**config.mk**
```make
export PLATFORM = sky130hd
export DESIGN_NAME = collision_scheduler_flat
export DESIGN_NICKNAME = d
export VERILOG_FILES = /design/src/rtl/vga_pkg.sv /design/src/rtl/pong_pkg.sv /design/src/rtl/collision_scheduler_if.sv /design/src/rtl/sprite_collision.sv /design/src/rtl/collision_scheduler.sv /design/src/flat_wrapper.sv
export SDC_FILE = /design/constraint.sdc
export NUM_CORES = 1
export LEC_CHECK = 0
export ABC_CLOCK_PERIOD_IN_PS = 2500
export BUFFER_PORTS_ARGS = -buffer_cell sky130_fd_sc_hd__buf_2
export CAP_MARGIN = 15
export CORE_MARGIN = 2
export CORE_UTILIZATION = 35
export CTS_CLUSTER_DIAMETER = 60
export DETAILED_ROUTE_END_ITERATION = 8
export PLACE_DENSITY_LB_ADDON = 0.15
export SETUP_SLACK_MARGIN = 0.3
export SYNTH_ARGS = -nofsm -noshare
export SYNTH_HDL_FRONTEND = slang
export SYNTH_SLANG_ARGS = --single-unit
```
**constraint.sdc**
```tcl
create_clock -name clk_i -period 2.5 [get_ports clk_i]
set_input_delay 0.25 -clock clk_i [delete_from_list [all_inputs] [get_ports clk_i]]
set_output_delay 0.25 -clock clk_i [all_outputs]
set_load 0.02 [all_outputs]
```
**src/rtl/vga_pkg.sv**
```systemverilog
// rtl/vga_pkg.sv - VGA coordinate widths and active-area geometry
//
// Purpose: screen geometry shared by the timing, game-state and collision
// logic. Positions are pixel coordinates inside the active area.
// Ports: none (package).
package vga_pkg;

  localparam int X_POS_W  = 10;
  localparam int Y_POS_W  = 10;

  localparam int H_ACTIVE = 640;
  localparam int V_ACTIVE = 480;

  // Thickness of the top and bottom walls in pixels.
  localparam int WALL_H   = 8;

endpackage

```
**src/rtl/pong_pkg.sv**
```systemverilog
// rtl/pong_pkg.sv - game rectangle type, target indices and wall rectangles
//
// Purpose: rectangle struct used by the collision path, the fixed order in
// which targets are checked, and the constant wall rectangles.
// Ports: none (package).
package pong_pkg;

  import vga_pkg::*;

  // Target index order; bit k of the hit vector belongs to target k.
  localparam int TGT_PADL = 0;
  localparam int TGT_PADR = 1;
  localparam int TGT_TOP  = 2;
  localparam int TGT_BOT  = 3;

  typedef struct packed {
    logic [X_POS_W-1:0] left;
    logic [X_POS_W-1:0] right;
    logic [Y_POS_W-1:0] top;
    logic [Y_POS_W-1:0] bottom;
  } rect_t;

  localparam rect_t TOP_WALL_RECT = '{
    left:   '0,
    right:  X_POS_W'(H_ACTIVE),
    top:    '0,
    bottom: Y_POS_W'(WALL_H)
  };

  localparam rect_t BOT_WALL_RECT = '{
    left:   '0,
    right:  X_POS_W'(H_ACTIVE),
    top:    Y_POS_W'(V_ACTIVE - WALL_H),
    bottom: Y_POS_W'(V_ACTIVE)
  };

endpackage

```
**src/rtl/collision_scheduler_if.sv**
```systemverilog
// rtl/collision_scheduler_if.sv - rectangle inputs and hit/status outputs of the collision scheduler
//
// Purpose: bundles the frame strobe, the ball and paddle rectangles and the
// scheduler results.
// Signals:
//   frame_start_i              single-cycle strobe, start a frame check
//   ball_*_i / padl_*_i / padr_*_i  rectangle bounds (x: X_POS_W, y: Y_POS_W)
//   hit_o      [N_TGT]         per-target hit vector of the last completed check
//   done_o                     one-cycle strobe, hit_o just updated
//   busy_o                     check in progress
//   overrun_o                  one-cycle strobe, frame_start_i dropped while busy
// Modports: master drives the rectangles and strobe, slave is the scheduler.
interface collision_scheduler_if #(
  parameter int N_TGT = 4
) ();

  logic                        frame_start_i;
  logic [vga_pkg::X_POS_W-1:0] ball_left_i;
  logic [vga_pkg::X_POS_W-1:0] ball_right_i;
  logic [vga_pkg::Y_POS_W-1:0] ball_top_i;
  logic [vga_pkg::Y_POS_W-1:0] ball_bottom_i;
  logic [vga_pkg::X_POS_W-1:0] padl_left_i;
  logic [vga_pkg::X_POS_W-1:0] padl_right_i;
  logic [vga_pkg::Y_POS_W-1:0] padl_top_i;
  logic [vga_pkg::Y_POS_W-1:0] padl_bottom_i;
  logic [vga_pkg::X_POS_W-1:0] padr_left_i;
  logic [vga_pkg::X_POS_W-1:0] padr_right_i;
  logic [vga_pkg::Y_POS_W-1:0] padr_top_i;
  logic [vga_pkg::Y_POS_W-1:0] padr_bottom_i;
  logic [N_TGT-1:0]            hit_o;
  logic                        done_o;
  logic                        busy_o;
  logic                        overrun_o;

  modport master (
    output frame_start_i,
    output ball_left_i, ball_right_i, ball_top_i, ball_bottom_i,
    output padl_left_i, padl_right_i, padl_top_i, padl_bottom_i,
    output padr_left_i, padr_right_i, padr_top_i, padr_bottom_i,
    input  hit_o, done_o, busy_o, overrun_o
  );

  modport slave (
    input  frame_start_i,
    input  ball_left_i, ball_right_i, ball_top_i, ball_bottom_i,
    input  padl_left_i, padl_right_i, padl_top_i, padl_bottom_i,
    input  padr_left_i, padr_right_i, padr_top_i, padr_bottom_i,
    output hit_o, done_o, busy_o, overrun_o
  );

endinterface

```
**src/rtl/sprite_collision.sv**
```systemverilog
// rtl/sprite_collision.sv - two-stage pipelined strict rectangle overlap checker
//
// Purpose: reports whether rect1 and rect2 overlap. Edges that merely touch
// do not count. Result appears two cycles after the inputs are driven.
// Ports:
//   clk_i        system clock
//   rst_i        synchronous active-high reset
//   rect1_i      first rectangle
//   rect2_i      second rectangle
//   collision_o  registered overlap result
module sprite_collision
  import pong_pkg::*;
(
  input  logic  clk_i,
  input  logic  rst_i,
  input  rect_t rect1_i,
  input  rect_t rect2_i,
  output logic  collision_o
);

  // Stage 1 holds the four edge comparisons, stage 2 combines them.
  logic [3:0] cmp_q;

  always_ff @(posedge clk_i) begin
    if (rst_i) begin
      cmp_q       <= '0;
      collision_o <= 1'b0;
    end else begin
      cmp_q <= {rect1_i.left   < rect2_i.right,
                rect1_i.right  > rect2_i.left,
                rect1_i.top    < rect2_i.bottom,
                rect1_i.bottom > rect2_i.top};
      collision_o <= &cmp_q;
    end
  end

endmodule

```
**src/rtl/collision_scheduler.sv**
```systemverilog
// rtl/collision_scheduler.sv - time-shares one overlap checker across paddles and walls per frame
//
// Purpose: on frame_start snapshots the ball and paddle rectangles, issues
// one target per cycle into the shared sprite_collision pipeline, collects
// results through a tag pipeline and publishes the hit vector with done.
// Ports:
//   clk_i   system clock
//   rst_ni  synchronous active-low reset
//   bus     collision_scheduler_if.slave (strobe, rectangles, hit/done/busy/overrun)
module collision_scheduler
  import pong_pkg::*;
#(
  parameter int N_TGT   = 4,
  parameter int CHK_LAT = 2
) (
  input  logic                 clk_i,
  input  logic                 rst_ni,
  collision_scheduler_if.slave bus
);

  localparam int IDX_W = (N_TGT > 1) ? $clog2(N_TGT) : 1;
  localparam logic [IDX_W-1:0] LAST_IDX = IDX_W'(N_TGT - 1);

  localparam logic [1:0] ST_IDLE  = 2'd0;
  localparam logic [1:0] ST_ISSUE = 2'd1;
  localparam logic [1:0] ST_DRAIN = 2'd2;
  localparam logic [1:0] ST_DONE  = 2'd3;

  typedef struct packed {
    logic             valid;
    logic [IDX_W-1:0] idx;
  } tag_t;

  logic [1:0]       state_q;
  logic [IDX_W-1:0] idx_q;
  rect_t            ball_q, padl_q, padr_q;
  rect_t            ball_in, padl_in, padr_in;
  rect_t            tgt_rect;
  tag_t             tag_q [CHK_LAT];
  tag_t             tag_in, tag_out;
  logic [N_TGT-1:0] shadow_q, shadow_nxt, hit_bit, hit_q;
  logic             collision;
  logic             last_capture;

  assign ball_in = '{left: bus.ball_left_i, right: bus.ball_right_i,
                     top: bus.ball_top_i, bottom: bus.ball_bottom_i};
  assign padl_in = '{left: bus.padl_left_i, right: bus.padl_right_i,
                     top: bus.padl_top_i, bottom: bus.padl_bottom_i};
  assign padr_in = '{left: bus.padr_left_i, right: bus.padr_right_i,
                     top: bus.padr_top_i, bottom: bus.padr_bottom_i};

  // Target rectangle for the current issue slot, always from the snapshot.
  always_comb begin
    tgt_rect = BOT_WALL_RECT;
    case (idx_q)
      IDX_W'(TGT_PADL): tgt_rect = padl_q;
      IDX_W'(TGT_PADR): tgt_rect = padr_q;
      IDX_W'(TGT_TOP):  tgt_rect = TOP_WALL_RECT;
      default:          tgt_rect = BOT_WALL_RECT;
    endcase
  end

  sprite_collision u_chk (
    .clk_i       (clk_i),
    .rst_i       (~rst_ni),
    .rect1_i     (ball_q),
    .rect2_i     (tgt_rect),
    .collision_o (collision)
  );

  // The tag travels alongside the checker so each result knows its target.
  assign tag_in  = '{valid: (state_q == ST_ISSUE), idx: idx_q};
  assign tag_out = tag_q[CHK_LAT-1];

  assign hit_bit      = (tag_out.valid && collision) ? (N_TGT'(1) << tag_out.idx) : '0;
  assign shadow_nxt   = shadow_q | hit_bit;
  assign last_capture = tag_out.valid && (tag_out.idx == LAST_IDX);

  always_ff @(posedge clk_i) begin
    if (!rst_ni) begin
      state_q  <= ST_IDLE;
      idx_q    <= '0;
      ball_q   <= '0;
      padl_q   <= '0;
      padr_q   <= '0;
      shadow_q <= '0;
      hit_q    <= '0;
      for (int i = 0; i < CHK_LAT; i++) tag_q[i] <= '0;
    end else begin
      tag_q[0] <= tag_in;
      for (int i = 1; i < CHK_LAT; i++) tag_q[i] <= tag_q[i-1];
      shadow_q <= shadow_nxt;

      case (state_q)
        ST_IDLE: begin
          if (bus.frame_start_i) begin
            ball_q   <= ball_in;
            padl_q   <= padl_in;
            padr_q   <= padr_in;
            shadow_q <= '0;
            idx_q    <= '0;
            state_q  <= ST_ISSUE;
          end
        end
        ST_ISSUE: begin
          idx_q <= idx_q + 1'b1;
          if (idx_q == LAST_IDX) state_q <= ST_DRAIN;
        end
        ST_DRAIN: begin
          // Publish including the result captured on this same edge.
          if (last_capture) begin
            hit_q   <= shadow_nxt;
            state_q <= ST_DONE;
          end
        end
        default: state_q <= ST_IDLE;
      endcase
    end
  end

  assign bus.hit_o     = hit_q;
  assign bus.done_o    = (state_q == ST_DONE);
  assign bus.busy_o    = (state_q != ST_IDLE);
  assign bus.overrun_o = bus.frame_start_i && (state_q != ST_IDLE);

endmodule

```
**src/flat_wrapper.sv**
```systemverilog
// flat-port wrapper written by rule: the top's interface ports become plain ports
module collision_scheduler_flat import pong_pkg::*;
#(
  parameter int N_TGT   = 4,
  parameter int CHK_LAT = 2
)
  (clk_i, rst_ni, bus_frame_start_i, bus_ball_left_i, bus_ball_right_i, bus_ball_top_i, bus_ball_bottom_i, bus_padl_left_i, bus_padl_right_i, bus_padl_top_i, bus_padl_bottom_i, bus_padr_left_i, bus_padr_right_i, bus_padr_top_i, bus_padr_bottom_i, bus_hit_o, bus_done_o, bus_busy_o, bus_overrun_o);
  collision_scheduler_if #(.N_TGT(N_TGT)) bus_i ();
  input  logic clk_i;
  input  logic rst_ni;
  input wire logic [$bits(bus_i.frame_start_i)-1:0] bus_frame_start_i;
  input wire logic [$bits(bus_i.ball_left_i)-1:0] bus_ball_left_i;
  input wire logic [$bits(bus_i.ball_right_i)-1:0] bus_ball_right_i;
  input wire logic [$bits(bus_i.ball_top_i)-1:0] bus_ball_top_i;
  input wire logic [$bits(bus_i.ball_bottom_i)-1:0] bus_ball_bottom_i;
  input wire logic [$bits(bus_i.padl_left_i)-1:0] bus_padl_left_i;
  input wire logic [$bits(bus_i.padl_right_i)-1:0] bus_padl_right_i;
  input wire logic [$bits(bus_i.padl_top_i)-1:0] bus_padl_top_i;
  input wire logic [$bits(bus_i.padl_bottom_i)-1:0] bus_padl_bottom_i;
  input wire logic [$bits(bus_i.padr_left_i)-1:0] bus_padr_left_i;
  input wire logic [$bits(bus_i.padr_right_i)-1:0] bus_padr_right_i;
  input wire logic [$bits(bus_i.padr_top_i)-1:0] bus_padr_top_i;
  input wire logic [$bits(bus_i.padr_bottom_i)-1:0] bus_padr_bottom_i;
  output wire logic [$bits(bus_i.hit_o)-1:0] bus_hit_o;
  output wire logic [$bits(bus_i.done_o)-1:0] bus_done_o;
  output wire logic [$bits(bus_i.busy_o)-1:0] bus_busy_o;
  output wire logic [$bits(bus_i.overrun_o)-1:0] bus_overrun_o;
  assign bus_i.frame_start_i = bus_frame_start_i;
  assign bus_i.ball_left_i = bus_ball_left_i;
  assign bus_i.ball_right_i = bus_ball_right_i;
  assign bus_i.ball_top_i = bus_ball_top_i;
  assign bus_i.ball_bottom_i = bus_ball_bottom_i;
  assign bus_i.padl_left_i = bus_padl_left_i;
  assign bus_i.padl_right_i = bus_padl_right_i;
  assign bus_i.padl_top_i = bus_padl_top_i;
  assign bus_i.padl_bottom_i = bus_padl_bottom_i;
  assign bus_i.padr_left_i = bus_padr_left_i;
  assign bus_i.padr_right_i = bus_padr_right_i;
  assign bus_i.padr_top_i = bus_padr_top_i;
  assign bus_i.padr_bottom_i = bus_padr_bottom_i;
  assign bus_hit_o = bus_i.hit_o;
  assign bus_done_o = bus_i.done_o;
  assign bus_busy_o = bus_i.busy_o;
  assign bus_overrun_o = bus_i.overrun_o;
  collision_scheduler #(.N_TGT(N_TGT), .CHK_LAT(CHK_LAT)) u_core (.clk_i(clk_i), .rst_ni(rst_ni), .bus(bus_i));
endmodule
```
==> impl_metrics.py <==
metrics = {
    "outcome": {
        "status": "completed",
    },
    "sta": {
        "setup_viol": 0,
        "period_minus_slack_ns": 2.10,
        "finalSetupTns_ns": 0,
        "hold_violations": 0,
        "setup_ws_ns": 0.402,
        "min_period_over_period_pct": 83.9,
        "worstMarginPinSlew_ns": 0.566,
        "clock.fmax_mhz": 477,
        "drv_slew": 0,
        "grt_setup_unrepaired": "false",
        "fin_skew_ns": 0.00950,
        "relSlewSlack_pct": 62.3,
    },
    "grt": {
        "grt_first_pass_wirelength_mm": 27.2,
        "grt_pass1_vias": 5331,
        "grt_use_met1_pct": 25.1,
        "grt_overflow": 0,
        "antenna_found_initial": 0,
        "use_met2_pct": 26.0,
        "grt_max_degree": 58,
        "grt_usage_pct": 17.7,
        "met3_usage_pct": 4.35,
        "top_usage_layer": "met2",
    },
    "synth": {
        "synth_nets": 957,
        "yosysWarnings": 0,
        "synth_area_per_cell_um2": 8.36,
        "syn_area_um2": 6580,
        "yosys.area.top_type_share_pct": 43.5,
        "yosysSeqAreaShare_pct": 43.5,
        "ys_ff_latch": 143,
        "ys_types": 35,
        "syn_inst": 787,
        "yosysTopAreaCell": "dfxtp_1",
        "synthTopCellsByArea": "dfxtp_1 43%, nand2_1 16%, a21boi_1 14%",
    },
    "clock_tree": {
        "cts-htree-levels": 4,
        "cts-root-buf": "clkbuf_16",
        "clockBufferDepth": 2,
        "numCtsBuffers": 17,
        "post_cts_buffers": 0,
        "clock_latency_ns": 0.43,
        "cts_hold_repair.buffers": 0,
        "cts_tree": "yes",
        "clock-sinks": 143,
        "clk_pin_slew_ns": 0.06,
    },
    "floorplanning": {
        "rows": 50,
        "die_x_um": 141,
        "start_util_pct": 35.4,
        "num_io_pins": 130,
        "die_h_um": 141,
        "die_area_um2": 19900,
        "core_um2": 18600,
    },
    "critical_path": {
        "worst-path-max-fanout": 21,
        "worst-setup-path-type": "reg2reg",
        "reg2reg_depth": 8,
        "cp.arrival_ns": 2.42,
        "cp-end-kind": "flip-flop",
        "cp.required_ns": 2.82,
        "startpoint_type": "flip-flop",
    },
    "finish": {
        "nets": 1064,
        "layout-drive-gt1-share_pct": 20.7,
        "n_fill_cell": 1870,
        "antenna_cells": 0,
        "areaGrowthSynthToFinish_pct": 24.9,
        "mostFrequentLayoutCells": "276 x nand2_1, 141 x dfxtp_1, 128 x buf_2",
        "final_common_cell": "nand2_1",
    },
    "worst_hold_path": {
        "hold_path_class": "in2reg",
        "whs_path_depth": 3,
    },
    "placement": {
        "gp_congestion": 0.795,
        "port-buffer-count": 129,
        "dpl.hpwl_mm": 12.4,
        "place_ws_ns": 0.280,
    },
    "drt": {
        "ant_nets": 0,
        "drc": 0,
        "initialDrtViolationCount": 235,
        "vias": 5526,
        "drt-pass1-iter-count": 5,
        "via_per_inst": 4.84,
        "routed_wl_mm": 17.3,
        "wire_per_inst_um": 15.1,
    },
    "power": {
        "power.leakage_uw": 0.00352,
        "ir_drop_uv": 521,
        "cellPowerDensity_nw_per_um2": 1010,
    },
    "job": {
        "drv_cap": 0,
    },
}
-- cell type report --
class / instances / area, um2 / share of cell area, %
multi-input combinational: 575 / 3510 / 42.6
clock inverter: 11 / 186 / 2.27
tap: 234 / 293 / 3.56
timing repair buffer: 141 / 846 / 10.3
inverter: 16 / 62.6 / 0.761
sequential: 143 / 2870 / 34.9
clock buffer: 21 / 460 / 5.60
-- cell usage after synthesis --
master	n
a221oi_1	11
dfxtp_1	143
a222oi_1	1
nand2_1	277
o21ai_1	1
a22o_1	24
or2_2	1
a21o_1	2
a21boi_1	121
inv_1	14
a21oi_1	16
nor2b_1	5
buf_1	1
o311a_1	2
inv_2	2
mux2i_1	2
ha_1	47
a22oi_1	4
nor2_1	14
or4_1	2
o21ai_0	5
o21bai_1	2
buf_2	15
o211a_1	4
and2_1	7
clkbuf_1	36
o2111a_1	2
nand4_1	7
dlygate4sd1_1	1
a41oi_1	4
a221o_1	1
nor3_1	3
a32oi_1	1
nand3_1	7
a211oi_1	2
-- sequential cells by signal, summed over array words and instances, names as in the netlist --
register / cells
u_core.bus.hit_o: 4
u_core.shadow_q: 4
u_core.state_q: 2
u_core.idx_q: 2
u_core.u_chk.cmp_q: 4
u_core.ball_q: 40
u_core.u_chk.collision_o: 1
u_core.padr_q: 40
u_core.padl_q: 40
u_core.tag_q: 6
-- worst paths after layout --
path / to / slack, ns / startpoint
worst max-delay path: u_core.u_chk.cmp_q[0] / 0.40 / u_core.idx_q[0]
worst min-delay path: u_core.padr_q[26] / 0.05 / bus_padr_right_i[6]
worst min register to register: u_core.tag_q[0][4] / 0.43 / u_core.tag_q[0][1]
worst max register to register: u_core.u_chk.cmp_q[0] / 0.40 / u_core.idx_q[0]
-- report_power, final --
group          internal, uW  switching, uW
clock network          1820            964
registers              2690            277
logic                  1070           1470
total                  5580           2710
-- what timing repair did --
action / in CTS / in global routing
gates resized for setup: 2 / 22
pin swaps: 0 / 2
endpoints found under the setup margin: 1 / 4
-- layer usage --
| metal | vias to the layer above | wire length [um] |
|---|---|---|
| met4 | 0 | 209 |
| li1 | 2894 | - |
| met2 | 96 | 7500 |
| met3 | 17 | 688 |
| met5 | - | 0 |
| met1 | 2519 | 8880 |
-- metrics by stage --
step	hold WS [ns]	area (um2)	std cells	total power (uW)	utilization [%]
3_5_place_dp	0.417	7480	1109	5490	40.2
3_3_place_gp	0.416	7480	1109	5480	40.2
6_report	0.0519	8220	1141	8300	44.2
2_1_floorplan	0.385	6610	787	4730	-
5_1_grt	0.0367	8220	1141	8860	44.2
4_1_cts	0.0324	8140	1141	8310	43.8
-- critical path: stages (launching register included) --
cell and delay, ns:
dfxtp_4 0.38, inv_2 0.06, ha_4 0.18, buf_12 0.16, a221oi_2 0.26, ha_1 0.29
a211oi_2 0.22, o21bai_1 0.11, o311a_1 0.33
-- kinds of logic after synthesis --
logic type	count (synthesis)	synth area share (%)
adders and majority gates	47	8.93
and+or+nand+nor	323	19.5
DFF	143	43.5
muxes	2	0.304
AOI/OAI and AO/OA	203	23.5
buffers and inverters	69	4.30
No activity file was read; power rests on OpenSTA's default activity.
